===== src/rtl/stack_pkg.sv =====
// Shared types for the tower-stacking game core: FSM encoding, default geometry
// and the layer extent record.
package stack_pkg;

   typedef enum logic [2:0] {
      ST_IDLE  = 3'd0,
      ST_MOVE  = 3'd1,
      ST_PAUSE = 3'd2,
      ST_DROP  = 3'd3,
      ST_OVER  = 3'd4
   } state_e;

   localparam int DEF_COLS   = 32;
   localparam int DEF_MAX_H  = 16;
   localparam int DEF_INIT_W = 8;

   // Fields are wide enough for any supported grid; users narrow them on read.
   localparam int LAYER_F_W = 16;

   typedef struct packed {
      logic [LAYER_F_W-1:0] x;
      logic [LAYER_F_W-1:0] w;
   } layer_t;

endpackage


===== src/rtl/layer_store.sv =====
// Tower layer register file: one write port, one registered read port whose
// result is gated to zero for indices at or above the current height.
module layer_store
   import stack_pkg::*;
#(
   parameter int MAX_H = DEF_MAX_H,
   parameter int X_W   = 5,
   parameter int W_W   = 6,
   parameter int H_W   = 5,
   parameter int IDX_W = (MAX_H > 1) ? $clog2(MAX_H) : 1
) (
   input  logic             clk,
   input  logic             rst,
   input  logic             we,
   input  logic [IDX_W-1:0] wr_idx,
   input  logic [X_W-1:0]   wr_x,
   input  logic [W_W-1:0]   wr_w,
   input  logic [H_W-1:0]   height,
   input  logic [H_W-1:0]   rd_idx,
   output logic             rd_valid,
   output logic [X_W-1:0]   rd_x,
   output logic [W_W-1:0]   rd_w
);

   localparam int DEPTH = 1 << IDX_W;

   logic [X_W-1:0] mem_x_q [DEPTH];
   logic [W_W-1:0] mem_w_q [DEPTH];

   logic           rd_valid_q, rd_valid_d;
   logic [X_W-1:0] rd_x_q, rd_x_d;
   logic [W_W-1:0] rd_w_q, rd_w_d;

   always_ff @(posedge clk) begin
      if (we) begin
         mem_x_q[wr_idx] <= wr_x;
         mem_w_q[wr_idx] <= wr_w;
      end
   end

   // Height is the pre-write value, so a same-cycle write/read of one index reads invalid.
   always_comb begin
      rd_valid_d = (rd_idx < height);
      rd_x_d     = '0;
      rd_w_d     = '0;
      if (rd_valid_d) begin
         rd_x_d = mem_x_q[rd_idx[IDX_W-1:0]];
         rd_w_d = mem_w_q[rd_idx[IDX_W-1:0]];
      end
   end

   always_ff @(posedge clk) begin
      if (rst) begin
         rd_valid_q <= 1'b0;
         rd_x_q     <= '0;
         rd_w_q     <= '0;
      end else begin
         rd_valid_q <= rd_valid_d;
         rd_x_q     <= rd_x_d;
         rd_w_q     <= rd_w_d;
      end
   end

   assign rd_valid = rd_valid_q;
   assign rd_x     = rd_x_q;
   assign rd_w     = rd_w_q;

endmodule


===== src/rtl/stack_engine.sv =====
// Tower-stacking game core: sliding block with edge bounce, overlap trimming on
// drop, score and game-over/win detection around a layer register file.
module stack_engine
   import stack_pkg::*;
#(
   parameter int COLS   = DEF_COLS,
   parameter int MAX_H  = DEF_MAX_H,
   parameter int INIT_W = DEF_INIT_W,
   localparam int X_W = $clog2(COLS),
   localparam int W_W = $clog2(COLS + 1),
   localparam int H_W = $clog2(MAX_H + 1),
   localparam int S_W = $clog2(MAX_H * INIT_W + 1)
) (
   input  logic           clk,
   input  logic           rst,
   input  logic           start,
   input  logic           pause,
   input  logic           drop,
   input  logic           tick,
   input  logic [H_W-1:0] rd_idx,
   output logic           rd_valid,
   output logic [X_W-1:0] rd_x,
   output logic [W_W-1:0] rd_w,
   output logic [X_W-1:0] cur_x,
   output logic [W_W-1:0] cur_w,
   output logic [H_W-1:0] height,
   output logic [S_W-1:0] score,
   output logic [2:0]     state,
   output logic           game_over,
   output logic           win
);

   localparam int A_W    = W_W + 1;
   localparam int IDX_W  = (MAX_H > 1) ? $clog2(MAX_H) : 1;
   localparam int BASE_X = (COLS - INIT_W) / 2;

   state_e         state_q, state_d;
   logic [X_W-1:0] cur_x_q, cur_x_d;
   logic [W_W-1:0] cur_w_q, cur_w_d;
   logic           dir_right_q, dir_right_d;
   layer_t         top_q, top_d;
   logic [H_W-1:0] height_q, height_d;
   logic [S_W-1:0] score_q, score_d;
   logic           win_q, win_d;

   logic             we;
   logic [IDX_W-1:0] wr_idx;
   logic [X_W-1:0]   wr_x;
   logic [W_W-1:0]   wr_w;

   logic [A_W-1:0] cur_end, top_end, lo, hi, ov_w;
   logic           hit, last;

   // Overlap unit, widened by one bit so extents past the grid edge never wrap.
   always_comb begin
      cur_end = A_W'(cur_x_q) + A_W'(cur_w_q);
      top_end = A_W'(top_q.x) + A_W'(top_q.w);
      lo      = (A_W'(cur_x_q) > A_W'(top_q.x)) ? A_W'(cur_x_q) : A_W'(top_q.x);
      hi      = (cur_end < top_end) ? cur_end : top_end;
      hit     = (hi > lo);
      ov_w    = hi - lo;
      last    = ((height_q + H_W'(1)) == H_W'(MAX_H));
   end

   always_ff @(posedge clk) begin
      if (rst) state_q <= ST_IDLE;
      else     state_q <= state_d;
   end

   always_comb begin
      state_d = state_q;
      case (state_q)
         ST_IDLE, ST_OVER: if (start) state_d = ST_MOVE;
         ST_MOVE: begin
            if (pause)     state_d = ST_PAUSE;
            else if (drop) state_d = ST_DROP;
         end
         ST_PAUSE: if (pause) state_d = ST_MOVE;
         ST_DROP:  state_d = (!hit || last) ? ST_OVER : ST_MOVE;
         default:  state_d = ST_IDLE;
      endcase
   end

   always_comb begin
      state     = state_q;
      game_over = (state_q == ST_OVER);
   end

   always_comb begin
      cur_x_d     = cur_x_q;
      cur_w_d     = cur_w_q;
      dir_right_d = dir_right_q;
      top_d       = top_q;
      height_d    = height_q;
      score_d     = score_q;
      win_d       = win_q;
      we          = 1'b0;
      wr_idx      = height_q[IDX_W-1:0];
      wr_x        = lo[X_W-1:0];
      wr_w        = ov_w[W_W-1:0];
      case (state_q)
         ST_IDLE, ST_OVER: begin
            if (start) begin
               we          = 1'b1;
               wr_idx      = '0;
               wr_x        = X_W'(BASE_X);
               wr_w        = W_W'(INIT_W);
               top_d.x     = LAYER_F_W'(BASE_X);
               top_d.w     = LAYER_F_W'(INIT_W);
               height_d    = H_W'(1);
               score_d     = '0;
               win_d       = 1'b0;
               cur_x_d     = '0;
               cur_w_d     = W_W'(INIT_W);
               dir_right_d = 1'b1;
            end
         end
         ST_MOVE: begin
            // A tick coinciding with pause or drop is discarded.
            if (tick && !pause && !drop) begin
               if (dir_right_q) begin
                  if (cur_end == A_W'(COLS)) begin
                     dir_right_d = 1'b0;
                     cur_x_d     = cur_x_q - X_W'(1);
                  end else begin
                     cur_x_d = cur_x_q + X_W'(1);
                  end
               end else begin
                  if (cur_x_q == '0) begin
                     dir_right_d = 1'b1;
                     cur_x_d     = cur_x_q + X_W'(1);
                  end else begin
                     cur_x_d = cur_x_q - X_W'(1);
                  end
               end
            end
         end
         ST_DROP: begin
            if (hit) begin
               we       = 1'b1;
               top_d.x  = LAYER_F_W'(lo);
               top_d.w  = LAYER_F_W'(ov_w);
               height_d = height_q + H_W'(1);
               score_d  = score_q + S_W'(ov_w);
               if (last) begin
                  win_d = 1'b1;
               end else begin
                  cur_x_d     = '0;
                  cur_w_d     = ov_w[W_W-1:0];
                  dir_right_d = 1'b1;
               end
            end else begin
               win_d = 1'b0;
            end
         end
         default: ;
      endcase
      if (rst) we = 1'b0;
   end

   always_ff @(posedge clk) begin
      if (rst) begin
         cur_x_q     <= '0;
         cur_w_q     <= W_W'(INIT_W);
         dir_right_q <= 1'b1;
         height_q    <= '0;
         score_q     <= '0;
         win_q       <= 1'b0;
      end else begin
         cur_x_q     <= cur_x_d;
         cur_w_q     <= cur_w_d;
         dir_right_q <= dir_right_d;
         height_q    <= height_d;
         score_q     <= score_d;
         win_q       <= win_d;
      end
   end

   // Top extent is always rewritten by start before it is consumed.
   always_ff @(posedge clk) begin
      top_q <= top_d;
   end

   layer_store #(
      .MAX_H (MAX_H),
      .X_W   (X_W),
      .W_W   (W_W),
      .H_W   (H_W),
      .IDX_W (IDX_W)
   ) u_store (
      .clk      (clk),
      .rst      (rst),
      .we       (we),
      .wr_idx   (wr_idx),
      .wr_x     (wr_x),
      .wr_w     (wr_w),
      .height   (height_q),
      .rd_idx   (rd_idx),
      .rd_valid (rd_valid),
      .rd_x     (rd_x),
      .rd_w     (rd_w)
   );

   assign cur_x  = cur_x_q;
   assign cur_w  = cur_w_q;
   assign height = height_q;
   assign score  = score_q;
   assign win    = win_q;

endmodule


===== config.mk =====
export PLATFORM = sky130hd
export DESIGN_NAME = stack_engine
export DESIGN_NICKNAME = d
export VERILOG_FILES = /design/src/rtl/stack_pkg.sv /design/src/rtl/layer_store.sv /design/src/rtl/stack_engine.sv
export SDC_FILE = /design/constraint.sdc
export NUM_CORES = 1
export LEC_CHECK = 0
export ABC_CLOCK_PERIOD_IN_PS = 6670
export BUFFER_PORTS_ARGS = -buffer_cell sky130_fd_sc_hd__buf_2
export CORE_UTILIZATION = 30
export CTS_BUF_LIST = sky130_fd_sc_hd__clkbuf_4 sky130_fd_sc_hd__clkbuf_8
export CTS_CLUSTER_SIZE = 24
export DETAILED_ROUTE_END_ITERATION = 7
export GPL_TIMING_DRIVEN = 0
export PLACE_DENSITY = 0.51
export SYNTH_ARGS = -nofsm -noshare
export SYNTH_HDL_FRONTEND = slang
export SYNTH_SLANG_ARGS = --single-unit

===== constraint.sdc =====
create_clock -name clk -period 6.67 [get_ports clk]
set_input_delay 1.334 -clock clk [delete_from_list [all_inputs] [get_ports clk]]
set_output_delay 1.334 -clock clk [all_outputs]
set_load 0.05 [all_outputs]

==> results of run 1 <==
## worst paths after layout
kind / startpoint / to / slack [ns] / cells past startpoint
max: cur_x[1]$_SDFFE_PP0P_ / u_store.mem_w_q[9][1]$_DFFE_PP_ / 0.40 / 18
min: score[5]$_SDFFE_PP0P_ / score[5]$_SDFFE_PP0P_ / 0.47 / 2
max reg2reg: cur_x[1]$_SDFFE_PP0P_ / u_store.mem_w_q[9][1]$_DFFE_PP_ / 0.40 / 18
min reg2reg: score[5]$_SDFFE_PP0P_ / score[5]$_SDFFE_PP0P_ / 0.47 / 2
## kinds of logic after synthesis
kind of cell               after synthesis  synth area share
AOI/OAI and AO/OA                      102            0.0664
xor gates and xnor gates                17            0.0140
adders and majority gates               48            0.0593
buffers and inverters                   65            0.0240
DFF                                    231             0.614
muxes                                   74             0.135
and+or+nand+nor                        179            0.0871
## metal layers
metal / track usage / part of all wire / vias up
li1: - / - / 2969
met1: 0.193 / 0.46 / 3095
met2: 0.232 / 0.48 / 135
met3: 0.0258 / 0.044 / 33
met4: 0.0449 / 0.017 / 0
met5: 0 / 0 / -
## cell type report
type                       count  area, sq um
fill                        3406        22300
sequential                   231         6530
buffer                        27          113
clock buffer                  55          701
timing repair buffer          55          305
clock inverter                19          208
tap                          455          569
inverter                      38          143
multi-input combinational    420         3880
## synth_stat cells (all sizes together), types with 10 or more instances
cell,instances
nor2b,19
nor3,14
nand2,31
a21o,11
xnor2,12
dfxtp,41
a21oi,28
mux4,55
edfxtp,190
mux2i,15
inv,38
nor2,56
buf,10
ha,44
clkbuf,17
o21ai,24
nand3,17
## registers in the layout, indices dropped and copies added (netlist names), 3 cells and up
register         cells
u_store.rd_x         5
state                3
u_store.rd_w         6
u_store.mem_x_q     80
score                8
u_store.mem_w_q     96
height               5
cur_w                6
top_q               14
cur_x                5
## power groups by stage
stage,Combinational (mW),Clock (mW),Sequential (mW)
2_1_floorplan,0.226,0,1.67
3_3_place_gp,0.349,0,1.66
3_5_place_dp,0.353,0,1.66
4_1_cts,0.354,1.49,1.63
5_1_grt,0.382,1.55,1.63
6_report,0.349,1.44,1.63
## through the flow
step                utilization  setup WS [ns]
floorplan                     -          0.792
global placement          0.330         -0.780
detailed placement        0.332          0.375
CTS                       0.358          0.328
global route              0.358         0.0174
finish                    0.358          0.402
## worst max-delay path, delay by kind of cell (launching register included)
kind                       cells  cell delay [ns]
adders and majority gates      3             0.91
muxes                          1             0.41
DFF                            1             0.62
and+or+nand+nor                7             2.39
AOI/OAI and AO/OA              5             1.19
buffers and inverters          2             0.32
## repair_timing
item / in CTS / in global routing
gates resized for setup: 0 / 1
endpoints found under the setup margin: 0 / 6
buffers inserted: 0 / 0
==> results by group, run 1 <==
Status
  – Status: finished, final reports clean

Timing
  – Minimum clock period: between 6 and 7 ns
  – Final Cycle Share: 0.940
  – Slew margin rel.: 0.130
  – Worst Tran Pin Value: around 1.3 ns
  – Fin. Hold Viols: 0
  – Min Hold Slack: between 0.4 and 0.5 ns
  – TNS Setup: 0 ns
  – RSZ-0062 raised after global routing: false
  – Final Setup Violations: 0
  – FMAX: 160 MHz
  – Max-slew violation count: 0
  – Max Clock Skew: 0.0326 ns

Critical path
  – Critical path fanouts, max: 11
  – Worst Setup End Kind: flip-flop
  – Crit-path slowest cell: nor2_1
  – Worst stage delay on the critical path: 1.01 ns
  – CP arrival: 6.40 ns
  – Crit path required time: 6.80 ns
  – WS Path Type: flip-flop to flip-flop
  – Most used cell, CP: ha_1
  – Nature of the critical path startpoint: flip-flop
  – CP cell instances: ha_1, a211oi_2, nor4b_2, nor4b_4, inv_1, ha_1, nand2_1, o21ai_2, mux2_2, ha_1, nor2b_1, o21ai_1, a21oi_1, o41ai_2, buf_2, nor2_2, nand4_1, nor2_1

Drt
  – WL final: approximately 25 mm
  – WL/cell: about 19 um
  – TritonRoute pass-1 iters: 4
  – Final ANT Viol Nets: 0
  – Number of vias per cell: 4.79
  – Number of DRC markers in iteration 0: 437
  – Routed vias: 6232
  – Drc violations: 0

Global routing
  – Initial antenna violation count: 0
  – Number of global-route vias before repair: 6453
  – GR Overflow Total: 0
  – Largest net degree at the start of global routing: 19
  – Overall Global Routing Usage: 0.143
  – Global-route wire length before repair: 38.6 mm

Layout
  – Most frequent cells in the layout: 190 x edfxtp_1, 58 x buf_2, 55 x mux4_2, 53 x nor2_1, 46 x clkbuf_8
  – Finished Layout Cells: 1300
  – Ant. Diodes: 0
  – Design area: roughly 12000 sq um
  – Area Overhead vs Synth: 17.1%
  – Net count, final: 872
  – Share of cells above drive strength 1: 0.253
  – Most common cell after layout, fill and taps aside: edfxtp_1

Clocking
  – Hold buffers post-CTS: 0
  – CTS clk-pin slew, worst paths: around 0.060 ns
  – Clock buffer depth: 3
  – CTS Buf Count: 40
  – Htree depth: 2
  – Worst skew pair latency: around 0.55 ns
  – Root buffer cell: clkbuf_8
  – TritonCTS clock tree: built
  – CTS sink cnt: 231

Min path
  – Path category of the worst min-delay check: flip-flop to flip-flop

Logic synthesis
  – Synth async-reset ratio: 0
  – Synth top area cells: edfxtp_1 54%, mux4_2 12%, dfxtp_1 7.7%
  – Post-synth EDFFs: 190
  – Net Count, Synth: 775
  – Area leader, netlist: edfxtp_1
  – Mapped Cells: 716
  – Post-Syn Area: 10600 sq um
  – Average size of a mapped cell: 14.8 sq um
  – Yosys warning total: 0
  – Synth top area share: 0.537
  – Synth cell types: 67
  – Sequential share of the synthesized area: 0.614
  – Main synth FF type: edfxtp_1
  – Synth Register Bits: 231

Power
  – P_sw: 839 uW
  – PwrDens: 275 nW/um^2
  – Internal power: 2.58 mW
  – Switching Fraction: 0.245
  – Clock network power share: 0.422
  – Cell leakage power: 4.43 nW
  – Flop pwr share: 0.476
  – Final Power: ~3.4 mW
  – Max VDD drop: 0.120 mV
  – Gate power share: 0.102

Floorplan
  – Die Wd: ~190 um
  – Die ar.: 36200 sq um
  – Standard-cell rows: between 60 and 70
  – Die H: 190 um
  – Initial Util: 0.306
  – I/O pins: 52
  – Core area: roughly 35000 sq um

Placement
  – Routability Congestion: 0.798
  – Dpl cells: about 1.2k
  – # port buffers: 49
  – DPL Wire Length: 17.4 mm
  – Placed Instance Area: 11500 sq um

Run
  – Max-cap violations: 0
Note: power is estimated with default switching activity, not from simulation.
==> inputs of run 2 (changes only) <==
--- a/config.mk
+++ b/config.mk
@@ -5,14 +5,14 @@
 export SDC_FILE = /design/constraint.sdc
 export NUM_CORES = 1
 export LEC_CHECK = 0
-export ABC_CLOCK_PERIOD_IN_PS = 6670
+export ABC_CLOCK_PERIOD_IN_PS = 5500
 export BUFFER_PORTS_ARGS = -buffer_cell sky130_fd_sc_hd__buf_2
 export CORE_UTILIZATION = 30
 export CTS_BUF_LIST = sky130_fd_sc_hd__clkbuf_4 sky130_fd_sc_hd__clkbuf_8
 export CTS_CLUSTER_SIZE = 24
 export DETAILED_ROUTE_END_ITERATION = 7
 export GPL_TIMING_DRIVEN = 0
-export PLACE_DENSITY = 0.51
+export PLACE_DENSITY = 0.52
 export SYNTH_ARGS = -nofsm -noshare
 export SYNTH_HDL_FRONTEND = slang
 export SYNTH_SLANG_ARGS = --single-unit
==> constraint.sdc (replaced) <==
create_clock -name clk -period 5.5 [get_ports clk]
set_input_delay 1.1 -clock clk [delete_from_list [all_inputs] [get_ports clk]]
set_output_delay 1.1 -clock clk [all_outputs]
set_load 0.05 [all_outputs]
==> results by group, run 2 (synthesis gave the netlist of run 1 again) <==
Clocking
  – CTS sink cnt: 231 (unchanged)
  – Htree depth: 2 (unchanged)
  – CTS clk-pin slew, worst paths: 0.06 ns (about the same)
  – Hold buffers post-CTS: 0 (unchanged)
  – Clock buffer depth: 3 (unchanged)
  – TritonCTS clock tree: built
  – CTS Buf Count: 41 (+2.5%)
  – Worst skew pair latency: 0.54 ns (about the same)
  – Root buffer cell: clkbuf_8

Layout
  – Top reg by flops: u_store.mem_w_q
  – Most common cell after layout, fill and taps aside: edfxtp_1
  – Fillcell total: 3354 (-1.5%)
  – Top Registers: u_store.mem_w_q (96), u_store.mem_x_q (80), top_q (14)
  – Most frequent cells in the layout: 190 x edfxtp_1, 58 x buf_2, 55 x mux4_2, 44 x clkbuf_8, 43 x nor2_1
  – Area of the multi-input gates: 4160 sq um (+7.4%)
  – Area Overhead vs Synth: 21.7%
  – Register area: 6530 sq um (about the same)
  – Core Util, Final: 0.373 (+0.0142)
  – Net count, final: 894 (+2.5%)
  – Design area: 12900 sq um (+4.0%)
  – Share of cells above drive strength 1: 0.311 (+0.0574)
  – Max reg flops: 96 (unchanged)
  – Ant. Diodes: 0 (unchanged)

Global routing
  – Overall Global Routing Usage: 0.143 (+0.000660)
  – Initial antenna violation count: 0 (unchanged)
  – Largest net degree at the start of global routing: 17 (-2)
  – Global-route wire length before repair: 39.0 mm (+1.1%)
  – GR Overflow Total: 0 (unchanged)
  – Number of global-route vias before repair: 6635 (+2.8%)

Timing
  – RSZ-0062 raised after global routing: true
  – Slew margin rel.: 0.249 (+0.119)
  – Max Clock Skew: 0.0234 ns (-0.00927 ns)
  – Minimum clock period: 5.29 ns (-0.981 ns)
  – FMAX: 189 MHz (+19%)
  – Worst Tran Pin Value: 1.12 ns (-0.178 ns)
  – Final Cycle Share: 0.961 (+0.0215)
  – Fin. Hold Viols: 0 (unchanged)
  – Max-slew violation count: 0 (unchanged)
  – Min Hold Slack: 0.482 ns (+0.00722 ns)
  – TNS Setup: 0 ns (unchanged)
  – Final Setup Violations: 0 (unchanged)

Drt
  – Final ANT Viol Nets: 0 (unchanged)
  – Number of vias per cell: 4.82 (+0.57%)
  – Drc violations: 0 (unchanged)
  – TritonRoute pass-1 iters: 4 (unchanged)
  – Routed vias: 6369 (+2.2%)
  – WL/cell: 19.2 um (-0.86%)
  – Number of DRC markers in iteration 0: 273 (-38%)
  – WL final: 25.4 mm (+0.74%)

Placement
  – Routability Congestion: 0.798 (about the same)
  – DPL Wire Length: 17.2 mm (-1.1%)
  – # port buffers: 49 (unchanged)
  – Placed Instance Area: 11500 sq um (about the same)

Floorplan
  – Die ar.: 36200 sq um (unchanged)
  – Core area: 34700 sq um (unchanged)
  – I/O pins: 52 (unchanged)
  – Standard-cell rows: 68 (unchanged)
  – Die H: 190 um (unchanged)
  – Die Wd: 190 um (unchanged)
  – Initial Util: 0.306 (unchanged)

Min path
  – Hold Startpoint: score[5]$_SDFFE_PP0P_
  – Worst Hold Depth: 2 (unchanged)
  – Path category of the worst min-delay check: flip-flop to flip-flop
  – Hold Path Sink: score[5]$_SDFFE_PP0P_

Critical path
  – FF-to-FF Start: top_q[16]$_SDFFCE_PN0P_
  – FF-to-FF path depth: 21 (+3)
  – WS Path Type: flip-flop to flip-flop
  – Nature of the critical path startpoint: flip-flop
  – Reg2Reg Capture Point: u_store.mem_x_q[14][4]$_DFFE_PP_
  – Critical path fanouts, max: 11 (unchanged)
  – CP arrival: 5.52 ns (-0.88 ns)
  – Crit path required time: 5.73 ns (-1.07 ns)
  – FF-to-FF setup slack: 0.21 ns (-0.19 ns)
  – Worst Setup End Kind: flip-flop

Power
  – Cell leakage power: 4.58 nW (+3.4%)
  – Final Power: 4.01 mW (+17%)
  – PwrDens: 310 nW/um^2 (+13%)
  – Max VDD drop: 0.133 mV (+11%)

Run
  – Max-cap violations: 0 (unchanged)

Status
  – Status: finished, final reports clean
[run 2: final cells by class]
type                    count  area share
flip-flops and latches    231       0.505
multi-input cells         420       0.322
clock buffers              55      0.0532
repair buffers             76      0.0461
well taps                 455      0.0440
inverters                  38      0.0113
clock inverters            19     0.00977
plain buffers              27     0.00871
[run 2: report_power, final]
part | total [mW] | internal, mW | switching [mW]
Sequential | 1.97 | 1.96 | 0.0140
Combinational | 0.474 | 0.179 | 0.295
Clock | 1.57 | 0.867 | 0.699
Total | 4.01 | 3.00 | 1.01
[run 2: layer usage]
metal,track usage,part of all wire
met5,0,0
met3,0.0229,0.035
met2,0.242,0.49
met4,0.0360,0.013
met1,0.191,0.46
[run 2: through the flow]
step / std cells / setup slack [ns]
6_report: 1321 / 0.214
5_1_grt: 1321 / -0.0135
4_1_cts: 1315 / 0.00907
3_5_place_dp: 1224 / -0.880
3_3_place_gp: 1220 / -1.36
2_1_floorplan: 716 / -0.00712
[run 2: how the worst max path moves through the flow]
| stage | to | from | slack [ns] | cells past startpoint |
|---|---|---|---|---|
| 6_report | u_store.mem_x_q[14][4]$_DFFE_PP_ | top_q[16]$_SDFFCE_PN0P_ | 0.21 | 21 |
| 2_1_floorplan | u_store.mem_w_q[11][0]$_DFFE_PP_ | cur_w[1]$_SDFFE_PP0P_ | -0.007 | 18 |
| 3_5_place_dp | u_store.mem_x_q[6][1]$_DFFE_PP_ | cur_x[0]$_SDFFE_PP0P_ | -0.88 | 19 |
| 4_1_cts | u_store.mem_x_q[2][0]$_DFFE_PP_ | top_q[16]$_SDFFCE_PN0P_ | 0.009 | 22 |
| 3_3_place_gp | u_store.mem_w_q[7][2]$_DFFE_PP_ | cur_x[0]$_SDFFE_PP0P_ | -1.36 | 19 |
| 5_1_grt | score[7]$_SDFFE_PP0P_ | top_q[16]$_SDFFCE_PN0P_ | -0.01 | 25 |
[run 2: repair_timing]
| action | CTS | global route |
|---|---|---|
| pin swaps | 12 | 17 |
| resized for setup | 36 | 29 |
| setup endpoints to repair | 194 | 227 |
| setup buffers | 17 | 6 |
| cloned | 0 | 0 |
[run 2: critical path: stages (launching register included)]
cell and delay, ns:
edfxtp_1 0.44, ha_2 0.22, fa_2 0.56, inv_1 0.05
ha_1 0.26, a21o_1 0.15, a21o_1 0.18, a21o_1 0.17
a21oi_1 0.24, o21ai_4 0.12, mux2_4 0.32, ha_1 0.31
nor2b_2 0.16, o21ai_2 0.10, a21oi_2 0.20, o41ai_4 0.11
or2_1 0.21, buf_2 0.17, or4_4 0.57, buf_12 0.16
nor2_4 0.11, buf_12 0.16
